--- config.mk ---
export PLATFORM = sky130hd
export DESIGN_NAME = regfile_write_arbiter
export DESIGN_NICKNAME = d
export VERILOG_FILES = /design/src/rtl/regfile_write_arbiter.sv
export SDC_FILE = /design/constraint.sdc
export NUM_CORES = 1
export LEC_CHECK = 0
export BUFFER_PORTS_ARGS = -buffer_cell sky130_fd_sc_hd__buf_2
export CAP_MARGIN = 10
export CORE_ASPECT_RATIO = 0.75
export CORE_MARGIN = 1.5
export CORE_UTILIZATION = 50
export DETAILED_ROUTE_END_ITERATION = 12
export GPL_TIMING_DRIVEN = 0
export PLACE_DENSITY = 0.77
export SYNTH_ARGS = -nofsm -noshare
export SYNTH_HDL_FRONTEND = slang
export SYNTH_SLANG_ARGS = --single-unit
--- constraint.sdc ---
create_clock -name clock -period 2.8 [get_ports clock]
set_input_delay 0.42 -clock clock [delete_from_list [all_inputs] [get_ports clock]]
set_output_delay 0.42 -clock clock [all_outputs]
set_load 0.01 [all_outputs]
--- src/rtl/regfile_write_arbiter.sv ---
// Regfile write arbiter: merges pipeline writeback, rstatus (r30) writes and
// multdiv completions onto a single registered regfile write port. Multdiv
// results wait in a 2-entry FIFO and an age counter forces a stall when the
// head has waited too long.
module regfile_write_arbiter (
  input  logic        clock,
  input  logic        reset,
  input  logic        wb_valid,
  input  logic [4:0]  wb_rd,
  input  logic [31:0] wb_data,
  input  logic        wb_status_valid,
  input  logic [31:0] wb_status_data,
  input  logic        md_valid,
  input  logic [4:0]  md_rd,
  input  logic [31:0] md_data,
  input  logic        md_exception,
  output logic        md_ready,
  output logic        ctrl_writeEnable,
  output logic [4:0]  ctrl_writeReg,
  output logic [31:0] data_writeReg,
  output logic        stall
);

  localparam logic [4:0]  StatusReg = 5'd30;
  localparam logic [31:0] ExceptionCode = 32'd1;
  localparam logic [1:0]  AgeMax = 2'd3;

  typedef enum logic [1:0] {
    NORMAL   = 2'd0,
    STATUS   = 2'd1,
    MD_FORCE = 2'd2
  } state_e;

  typedef struct packed {
    logic [4:0]  rd;
    logic [31:0] data;
    logic        exception;
  } mdEntry_t;

  state_e      state_q, state_d;
  mdEntry_t    slot0_q, slot1_q;
  logic [1:0]  count_q, count_d;
  logic [1:0]  age_q, age_d;
  logic [31:0] statusHeld_q, statusHeld_d;

  logic        writeEnable_q;
  logic [4:0]  writeReg_q;
  logic [31:0] writeData_q;
  logic        stall_q;

  logic        sel;
  logic [4:0]  selReg;
  logic [31:0] selData;
  logic        pop;
  logic        bypass;
  logic        push;
  logic        pushToSlot0;
  logic [4:0]  headReg;
  logic [31:0] headData;
  logic        mdReg;
  logic [4:0]  mdBypassReg;
  logic [31:0] mdBypassData;
  mdEntry_t    newEntry;

  assign md_ready = (count_q < 2'd2);

  // An exception entry turns into a write of code 1 to rstatus.
  assign headReg      = slot0_q.exception ? StatusReg : slot0_q.rd;
  assign headData     = slot0_q.exception ? ExceptionCode : slot0_q.data;
  assign mdReg        = md_exception;
  assign mdBypassReg  = mdReg ? StatusReg : md_rd;
  assign mdBypassData = mdReg ? ExceptionCode : md_data;
  assign newEntry     = '{rd: md_rd, data: md_data, exception: md_exception};

  // Choose this cycle's write source and the next arbiter state.
  always_comb begin
    state_d      = state_q;
    statusHeld_d = statusHeld_q;
    sel          = 1'b0;
    selReg       = '0;
    selData      = '0;
    pop          = 1'b0;
    bypass       = 1'b0;
    unique case (state_q)
      STATUS: begin
        sel     = 1'b1;
        selReg  = StatusReg;
        selData = statusHeld_q;
        state_d = (age_q == AgeMax) ? MD_FORCE : NORMAL;
      end
      MD_FORCE: begin
        if (count_q != 2'd0) begin
          sel     = 1'b1;
          pop     = 1'b1;
          selReg  = headReg;
          selData = headData;
        end
        state_d = NORMAL;
      end
      default: begin
        state_d = NORMAL;
        if (wb_valid) begin
          sel     = 1'b1;
          selReg  = wb_rd;
          selData = wb_data;
          if (wb_status_valid) begin
            statusHeld_d = wb_status_data;
            state_d      = STATUS;
          end
        end else if (wb_status_valid) begin
          sel     = 1'b1;
          selReg  = StatusReg;
          selData = wb_status_data;
        end else if (count_q != 2'd0) begin
          sel     = 1'b1;
          pop     = 1'b1;
          selReg  = headReg;
          selData = headData;
        end else if (md_valid) begin
          sel     = 1'b1;
          bypass  = 1'b1;
          selReg  = mdBypassReg;
          selData = mdBypassData;
        end
        if ((state_d == NORMAL) && (age_q == AgeMax) && !pop) begin
          state_d = MD_FORCE;
        end
      end
    endcase
  end

  // FIFO occupancy and head-age bookkeeping.
  always_comb begin
    push        = md_valid && md_ready && !bypass;
    pushToSlot0 = (count_q == 2'd0) || pop;
    count_d     = count_q + {1'b0, push} - {1'b0, pop};
    if (pop || (count_q == 2'd0)) begin
      age_d = 2'd0;
    end else if (age_q != AgeMax) begin
      age_d = age_q + 2'd1;
    end else begin
      age_d = age_q;
    end
  end

  // Arbiter state, counters and the held status word.
  always_ff @(posedge clock or negedge reset) begin
    if (!reset) begin
      state_q      <= NORMAL;
      count_q      <= 2'd0;
      age_q        <= 2'd0;
      statusHeld_q <= '0;
    end else begin
      state_q      <= state_d;
      count_q      <= count_d;
      age_q        <= age_d;
      statusHeld_q <= statusHeld_d;
    end
  end

  // Shift-style FIFO storage; a push in the same cycle as a pop lands in the head slot.
  always_ff @(posedge clock or negedge reset) begin
    if (!reset) begin
      slot0_q <= '0;
      slot1_q <= '0;
    end else begin
      if (pop) begin
        slot0_q <= slot1_q;
      end
      if (push) begin
        if (pushToSlot0) begin
          slot0_q <= newEntry;
        end else begin
          slot1_q <= newEntry;
        end
      end
    end
  end

  // Registered write port; register and data hold when nothing is selected.
  always_ff @(posedge clock or negedge reset) begin
    if (!reset) begin
      writeEnable_q <= 1'b0;
      writeReg_q    <= '0;
      writeData_q   <= '0;
      stall_q       <= 1'b0;
    end else begin
      writeEnable_q <= sel && (selReg != 5'd0);
      if (sel) begin
        writeReg_q  <= selReg;
        writeData_q <= selData;
      end
      stall_q <= (state_d != NORMAL);
    end
  end

  assign ctrl_writeEnable = writeEnable_q;
  assign ctrl_writeReg    = writeReg_q;
  assign data_writeReg    = writeData_q;
  assign stall            = stall_q;

endmodule

After elaboration in Yosys (flattened, before gate mapping)
Cells that the tools add are included.

Add/sub/neg operators: 3. Reduce and logical (&&, ||, !) cells: 17. Magnitude comparators: 1. Equality and inequality tests: 4. Mux-type cells: 41. Bitwise operators: 2.

Operator list (number): $mux 32 (7); $mux 38 (3); $pmux 32 s2 (1); $mux 5 (7); $mux 1 (14); $mux 2 (5); $pmux 5 s2 (1); $reduce_bool 2->1 (3); $logic_and 1x1->1 (5); $reduce_bool 5->1 (1); $eq 2x2->1 const B (2); $logic_not 2->1 (2); $pmux 1 s2 (2); $pmux 2 s2 (1); $reduce_and 3->1 (1); $add 2x1->2 (1); $add 2x1->2 const B (1); $eq 2x1->1 const B (1); $logic_not 1->1 (2); $lt 2x2->1 const B (1); $ne 2x2->1 const B (1); $not 1->1 (2); $reduce_and 2->1 (1); $reduce_or 2->1 (1); 2 further kinds (2).

Logic and storage cells: 82. Output and inout port bits: 40. Bits in registers: 153. Bits of input ports: 112.

Depth between registers and ports, before layout
Gate-level depths: netlist (run 1).

Depth in word-level cells: 10. Mapped depth: 14. Gate-level depth less buffers: 11.

Worst setup path after synthesis (run 1)
OpenSTA, ideal clock, no wires.

Path kind: register to register. From: register state_q[0]. To: register count_q[1]. Clock period less this slack: 2395 ps. Slack: 405 ps. Required time: 2677 ps. Data arrival time: 2272 ps. Stages on the path, launching flop included: 15. Library setup time: 123 ps. Cell sequence: dfrtp_1 -> inv_1 -> ha_1 -> buf_2 -> nor2b_1 -> a21o_1 -> nand2_1 -> buf_4 -> buf_4 -> inv_1 -> ha_1 -> inv_1 -> ha_1 -> xnor2_1 -> xnor2_1.

Longest elaborated chain between the ends: 7. Elaborated cells on any way between the ends: 9. Those cells by class: add/sub: 2; eq/ne: 2; mux: 2; reduce/logical: 3.

RTL lines: start: declaration (line 40) `state_e state_q, state_d;`; start signal: assignment (line 154) `state_q <= state_d;`; $eq 2x2->1 or $eq 2x1->1 (tied branches) (line 84) `unique case (state_q)`; $reduce_or 2->1 (no source line); $mux 1 (line 84); $logic_not 1->1 (line 134) `push = md_valid && md_ready && !bypass;`; $logic_and 1x1->1 (line 134); $add 2x1->2 (line 136) `count_d = count_q + {1'b0, push} - {1'b0, pop};`; $sub 2x1->2 (*) (line 136); via count_d[1] (line 42) `logic [1:0] count_q, count_d;`; end signal: assignment (line 155) `count_q <= count_d;`; end: declaration (line 42).

Mark *: on every way through the listed nets, which the timed path passes. The rest lies on a longest branch. A chain may end at the register's enable or synchronous reset.

Final worst setup path (run 1)
Ends and elaborated chain as after synthesis.

==> results_dict.tcl, run 1 <==
set metrics [dict create \
    worst_path_largest_cell_delay_ns 0.36 \
    cts_buffer_depth 2 \
    postSynth.asyncResetShare_pct 100.0 \
    worst_pin_slew_ns 0.7343 \
    rr_endpoint "count_q[1]" \
    place_congestion 0.8394 \
    ys_seq_area_share_pct 50.04 \
    min_path_type "input pin to asynchronous set/reset pin" \
    mostFrequentLayoutCells "buf_2, dfrtp_1, mux2_2" \
    wire_per_inst_um 20.14 \
    drtIter0Drc 558 \
    fp.coreArea_mm2 0.01469 \
    cts_buffers 17 \
    grt_pass1_wl_mm 35.15 \
    ys_ff_latch 153 \
    yosysUniqueCellTypes 47 \
    powerDensity_mw_per_mm2 1008 \
    fp.dieW_um 145.8 \
    cp_cell_sequence "inv_1, ha_1, buf_2, nor2b_1, a21o_1, nand2_1, buf_6, inv_1, ha_1, inv_1, ha_1, xnor2_1, xnor2_1" \
    worst_r2r_path_depth 13 \
    antenna_cells 0 \
    cts_max_level 4 \
    cts_sinks 153 \
    layout_commonest_cell "buf_2" \
    post-route-period-util_pct 93.90 \
    drive_gt1_share_pct 33.56 \
    finalNetCount 996 \
    start_kind "flip-flop" \
    finalWirelength_mm 21.98 \
    rrSetupSlack_ns 0.17 \
    synthToLayoutAreaGrowth_pct 21.06 \
    synth_cells 711 \
    clock-root-buffer "clkbuf_16" \
    slew_violations 0 \
    finalHoldViolations 0 \
    skew_ns 0.01213 \
    path_buf_inv 5 \
    path_max_fanout 19 \
    path_class "flip-flop to flip-flop" \
    top_level_ports 152 \
    path_depth 13 \
    synthFlopType "dfrtp_1" \
    fmax_mhz 380.4 \
    layout_min_cycle_time_ns 2.629 \
    cp_data_required_time_ns 3.13 \
    synth_edf_count 0 \
    rsz0062_at_grt "false" \
    pre_cts_ws_ns 0.02890 \
    status "complete, no violations" \
    drt_pass1_iterations 5 \
    viasPerCell 6.043 \
    crit_end "count_q[1]" \
    synth_fp_nets 828 \
    grt-ovfl-total 0 \
    grt_pass1_vias 6559 \
    syn_area_mm2 0.007651 \
    cpLargestDelayFamily "adder cells" \
    post-dp-hpwl_mm 15.00 \
    detail-route-antenna-nets 0 \
    antenna_found_initial 1 \
    fin_ws_ns 0.1709 \
    syn_area_per_cell_um2 10.76 \
    p_total_mw 9.333 \
    slowest_stage "dfrtp_1" \
    core.rowCount 38 \
    ir_worst_vdd_mv 0.5478 \
    r2r_start "state_q[0]" \
    maxCapViolations 0 \
    p_leak_nw 4.285 \
    whs_ns 0.008470 \
    cts_tree "done" \
    start_util_pct 52.08 \
    insertion_delay_ns 0.43 \
    yosys_warnings 0 \
    die_area_mm2 0.01606 \
    drc 0 \
    crit_arrival_ns 2.96 \
    cp-end-kind "flip-flop" \
    post-cts-setup-buffer-count 0 \
    slew-limit-headroom_pct 51.05 \
    clk_pin_slew_worst_paths_ns 0.06 \
    grt_start_max_net_pins 78 \
    io_buffers 149 \
    die_h_um 110.1 \
    startpoint "state_q[0]" \
    vias 6593 \
    grt_usage_pct 28.61 \
    setup_viol 0 \
]
-- power breakdown --
group	leakage, nW	switching (mW)	internal (mW)
Sequential	1.83	0.620	3.20
Clock	0.287	0.925	1.40
Combinational	2.17	1.75	1.44
-- worst min path at each step --
stage                           from  cells after the start  slack (ns)                to
finish                         reset                      1       0.008  ctrl_writeReg[3]
floorplan                      reset                      0        0.12          age_q[0]
detailed placement  ctrl_writeReg[0]                      1        0.46  ctrl_writeReg[0]
CTS                            reset                      1        0.05  ctrl_writeReg[3]
global placement    ctrl_writeReg[4]                      1        0.46  ctrl_writeReg[4]
global route                   reset                      1        0.08  ctrl_writeReg[3]
-- synthesized netlist by cell type (2+ instances only) --
library cell / n / area share (%)
nor2_2: 2 / 0.16
nand2_1: 50 / 2.5
or3_1: 31 / 2.5
clkbuf_8: 4 / 0.72
buf_8: 4 / 0.78
o22ai_1: 31 / 2.5
buf_6: 4 / 0.59
ha_1: 5 / 0.82
a21o_1: 5 / 0.49
nor3_1: 2 / 0.13
buf_2: 24 / 1.6
o221ai_1: 7 / 0.80
a21oi_1: 33 / 2.2
o211ai_1: 6 / 0.59
dfrtp_1: 153 / 50
mux2_2: 70 / 10
inv_1: 8 / 0.39
o21ai_0: 68 / 4.4
a31oi_1: 35 / 2.9
nand3_1: 4 / 0.26
nor2_1: 41 / 2.0
xnor2_1: 2 / 0.23
mux2i_1: 39 / 5.1
buf_4: 3 / 0.29
clkbuf_1: 21 / 1.0
or2_1: 2 / 0.16
o21ai_1: 3 / 0.20
a221oi_1: 31 / 3.5
nand2b_1: 3 / 0.25
a21oi_2: 3 / 0.34
-- sequential cells by signal, indices dropped and copies added (netlist names) --
name and count:
slot1_q 38, count_q 2, slot0_q 38, age_q 2, stall 1, data_writeReg 32, ctrl_writeEnable 1, statusHeld_q 32
state_q 2, ctrl_writeReg 5
-- layer usage --
metal	share of wire, %	global-route usage [%]
met5	0.059	0
met4	1.5	10.20
met3	8.1	6.049
met2	45	43.95
met1	45	40.48
-- cells by family after synthesis --
| logic type | Yosys count | share of synthesized area [%] |
|---|---|---|
| compound gates | 225 | 18.36 |
| xor+xnor | 3 | 0.3435 |
| fa+ha+maj | 5 | 0.8177 |
| buf+inv | 71 | 5.691 |
| flops | 153 | 50.04 |
| mux | 109 | 15.40 |
| simple gates | 145 | 9.338 |
-- stage by stage --
step,cells,utilization [%],TNS [ns],instance area [um^2]
3_5_place_dp,1061,59.09,0,8681
3_3_place_gp,1060,58.86,-147.94,8647
4_1_cts,1091,63.02,0,9259
6_report,1091,63.05,0,9263
2_1_floorplan,711,-,0,7651
5_1_grt,1091,63.05,0,9263
-- what timing repair did --
item,4_1_cts,5_1_grt
hold buffers,0,0
resized for setup,0,1
hold endpoints to repair,0,0
endpoints found under the setup margin,1,1
-- area by class of cell --
type,count,area [um^2]
buffer,61,397.9
inverter,9,33.78
multi-input combinational,487,3387
tap,200,250.2
sequential,153,3829
clock inverter,12,152.6
fill,1218,5429
clock buffer,19,432.9
timing repair buffer,150,779.5
Note: power is estimated with default switching activity, not from simulation.
==> run 2: changes to the inputs <==
--- a/config.mk
+++ b/config.mk
@@ -12,6 +12,7 @@
 export CORE_UTILIZATION = 50
 export DETAILED_ROUTE_END_ITERATION = 12
 export GPL_TIMING_DRIVEN = 0
+export MAX_ROUTING_LAYER = met4
 export PLACE_DENSITY = 0.77
 export SYNTH_ARGS = -nofsm -noshare
 export SYNTH_HDL_FRONTEND = slang
==> constraint.sdc (replaced) <==
create_clock -name clock -period 2.8 [get_ports clock]
set_input_delay 0.42 -clock clock [delete_from_list [all_inputs] [get_ports clock]]
set_output_delay 0.42 -clock clock [all_outputs]
set_load 0.1 [all_outputs]
==> run 2 against run 1 <==
Global-route usage rose by 0.90 points. Die area unchanged. Total power is 20% higher. Via count about the same. Clock power about the same. Critical path depth fell by 5. Routed wire length barely moved. Register-to-register slack about the same. Non-clock buffer count unchanged. Utilization is essentially flat. First-iteration DRC count fell by 15%. Critical endpoint is now data_writeReg[22]. Largest cell class unchanged.
==> results_dict.tcl, run 2 (synthesized netlist as in run 1, its figures left out) <==
set metrics [dict create \
    status "complete, no violations" \
    fmax_mhz 379.4 \
    grt_pass1_vias 6544 \
    layout_commonest_cell "buf_2" \
    drive_gt1_share_pct 33.56 \
    cpLargestDelayFamily "buffers and inverters" \
    fillers 1218 \
    clock-root-buffer "clkbuf_16" \
    die_h_um 110.1 \
    drt_pass1_iterations 6 \
    fp.coreArea_mm2 0.01469 \
    viasPerCell 6.038 \
    whs_ns 0.006298 \
    path_class "flip-flop to flip-flop" \
    antenna_found_initial 1 \
    grt_usage_pct 29.52 \
    slew_violations 0 \
    post-route-period-util_pct 94.14 \
    finalNetCount 996 \
    cp_data_required_time_ns 3.14 \
    maxCapViolations 0 \
    path_buf_inv 4 \
    slowest_stage "clkbuf_1" \
    worst_path_largest_cell_delay_ns 0.50 \
    post-cts-setup-buffer-count 0 \
    cts_sinks 153 \
    skew_ns 0.01114 \
    fin_ws_ns 0.1641 \
    rsz0062_at_grt "false" \
    die_area_mm2 0.01606 \
    drc 0 \
    insertion_delay_ns 0.43 \
    seqCellArea_mm2 0.003829 \
    powerDensity_mw_per_mm2 1211 \
    start_kind "flip-flop" \
    mostFrequentLayoutCells "buf_2, dfrtp_1, mux2_2" \
    pre_cts_ws_ns 0.02890 \
    cp-end-kind "flip-flop" \
    cts_buffer_depth 2 \
    cts_max_level 4 \
    drtIter0Drc 477 \
    layout_min_cycle_time_ns 2.636 \
    worst_pin_slew_ns 0.7341 \
    finalWirelength_mm 21.99 \
    min_path_type "input pin to asynchronous set/reset pin" \
    setup_viol 0 \
    slew-limit-headroom_pct 51.06 \
    path_max_fanout 10 \
    cts_buffers 17 \
    grt-ovfl-total 0 \
    finalHoldViolations 0 \
    hold_buffers 0 \
    cts_tree "done" \
    start_util_pct 52.08 \
    top_level_ports 152 \
    wire_per_inst_um 20.14 \
    placed_area_mm2 0.008681 \
    stdcell_area_mm2 0.009265 \
    post-dp-hpwl_mm 15.00 \
    vias 6594 \
    grt_start_max_net_pins 78 \
    place_congestion 0.8525 \
    cp_cell_sequence "inv_1, ha_1, buf_2, clkbuf_1, a31oi_1, clkbuf_1, o21ai_0, a31oi_1" \
    fp.dieW_um 145.8 \
    synthToLayoutAreaGrowth_pct 21.10 \
    grt_pass1_wl_mm 35.11 \
    ir_worst_vdd_mv 0.7911 \
    io_buffers 149 \
    crit_arrival_ns 2.98 \
    largestRegisters "slot0_q x38, slot1_q x38" \
    core.rowCount 38 \
    detail-route-antenna-nets 0 \
    p_leak_nw 4.285 \
    multi_input_area_mm2 0.003387 \
    clk_pin_slew_worst_paths_ns 0.06 \
]
-- run 2: cell types whose count changed in the layout (fill, tap and decap cells not counted) --
cell	delta
diode_2	+1
-- run 2: metal layers --
| metal | vias to the layer above | wire (um) | share of wire (%) | global-route usage [%] |
|---|---|---|---|---|
| li1 | 2979 | - | - | - |
| met1 | 3231 | 9902 | 45 | 40.99 |
| met2 | 350 | 9985 | 45 | 43.67 |
| met3 | 34 | 1823 | 8.3 | 5.720 |
| met4 | 0 | 281 | 1.3 | 10.20 |
| met5 | - | 0 | 0 | - |
-- run 2: worst paths after layout --
path                                        from                end  slack (ns)  cells past startpoint
worst min register to register  ctrl_writeReg[0]   ctrl_writeReg[0]        0.48                      1
worst max-delay path                  state_q[0]  data_writeReg[22]        0.16                      8
min in group clock                      md_rd[1]        slot0_q[34]        0.24                      3
max in group asynchronous                  reset        slot0_q[18]        1.96                      2
worst min-delay path                       reset   ctrl_writeReg[3]       0.006                      1
worst max register to register        state_q[0]  data_writeReg[22]        0.16                      8
-- run 2: layout make-up --
class                      instances  share of cell area, %
sequential                       153                  41.32
antenna                            1                0.02701
buffer                            61                  4.294
multi-input combinational        487                  36.56
timing repair buffer             150                  8.413
inverter                           9                 0.3646
tap                              200                  2.701
clock buffer                      19                  4.673
clock inverter                    12                  1.648
-- run 2: where the power goes --
part	internal [mW]	switching (mW)	total [mW]
clock network	1.39	0.922	2.32
registers	3.20	0.618	3.82
logic	1.44	3.64	5.08
total	6.04	5.18	11.2
-- run 2: repair_timing --
item / in CTS / in global routing
endpoints found under the setup margin: 1 / 1
hold endpoints to repair: 0 / 0
gates resized for setup: 0 / 1
-- run 2: stage by stage --
step	power, mW	cells	util, %	TNS (ns)
after global routing	11.76	1092	63.06	0
final	11.22	1092	63.06	0
after CTS	11.21	1091	63.02	0
after floorplan	7.679	711	-	0
after detailed placement	8.875	1061	59.09	0
after global placement	8.727	1060	58.86	-147.94
-- run 2: worst register-to-register path: cells and delay by family (launching register included) --
kind            cells  cell delay (ns)
fa+ha+maj           1             0.28
flops               1             0.36
compound gates      3             0.94
buf+inv             4             0.97
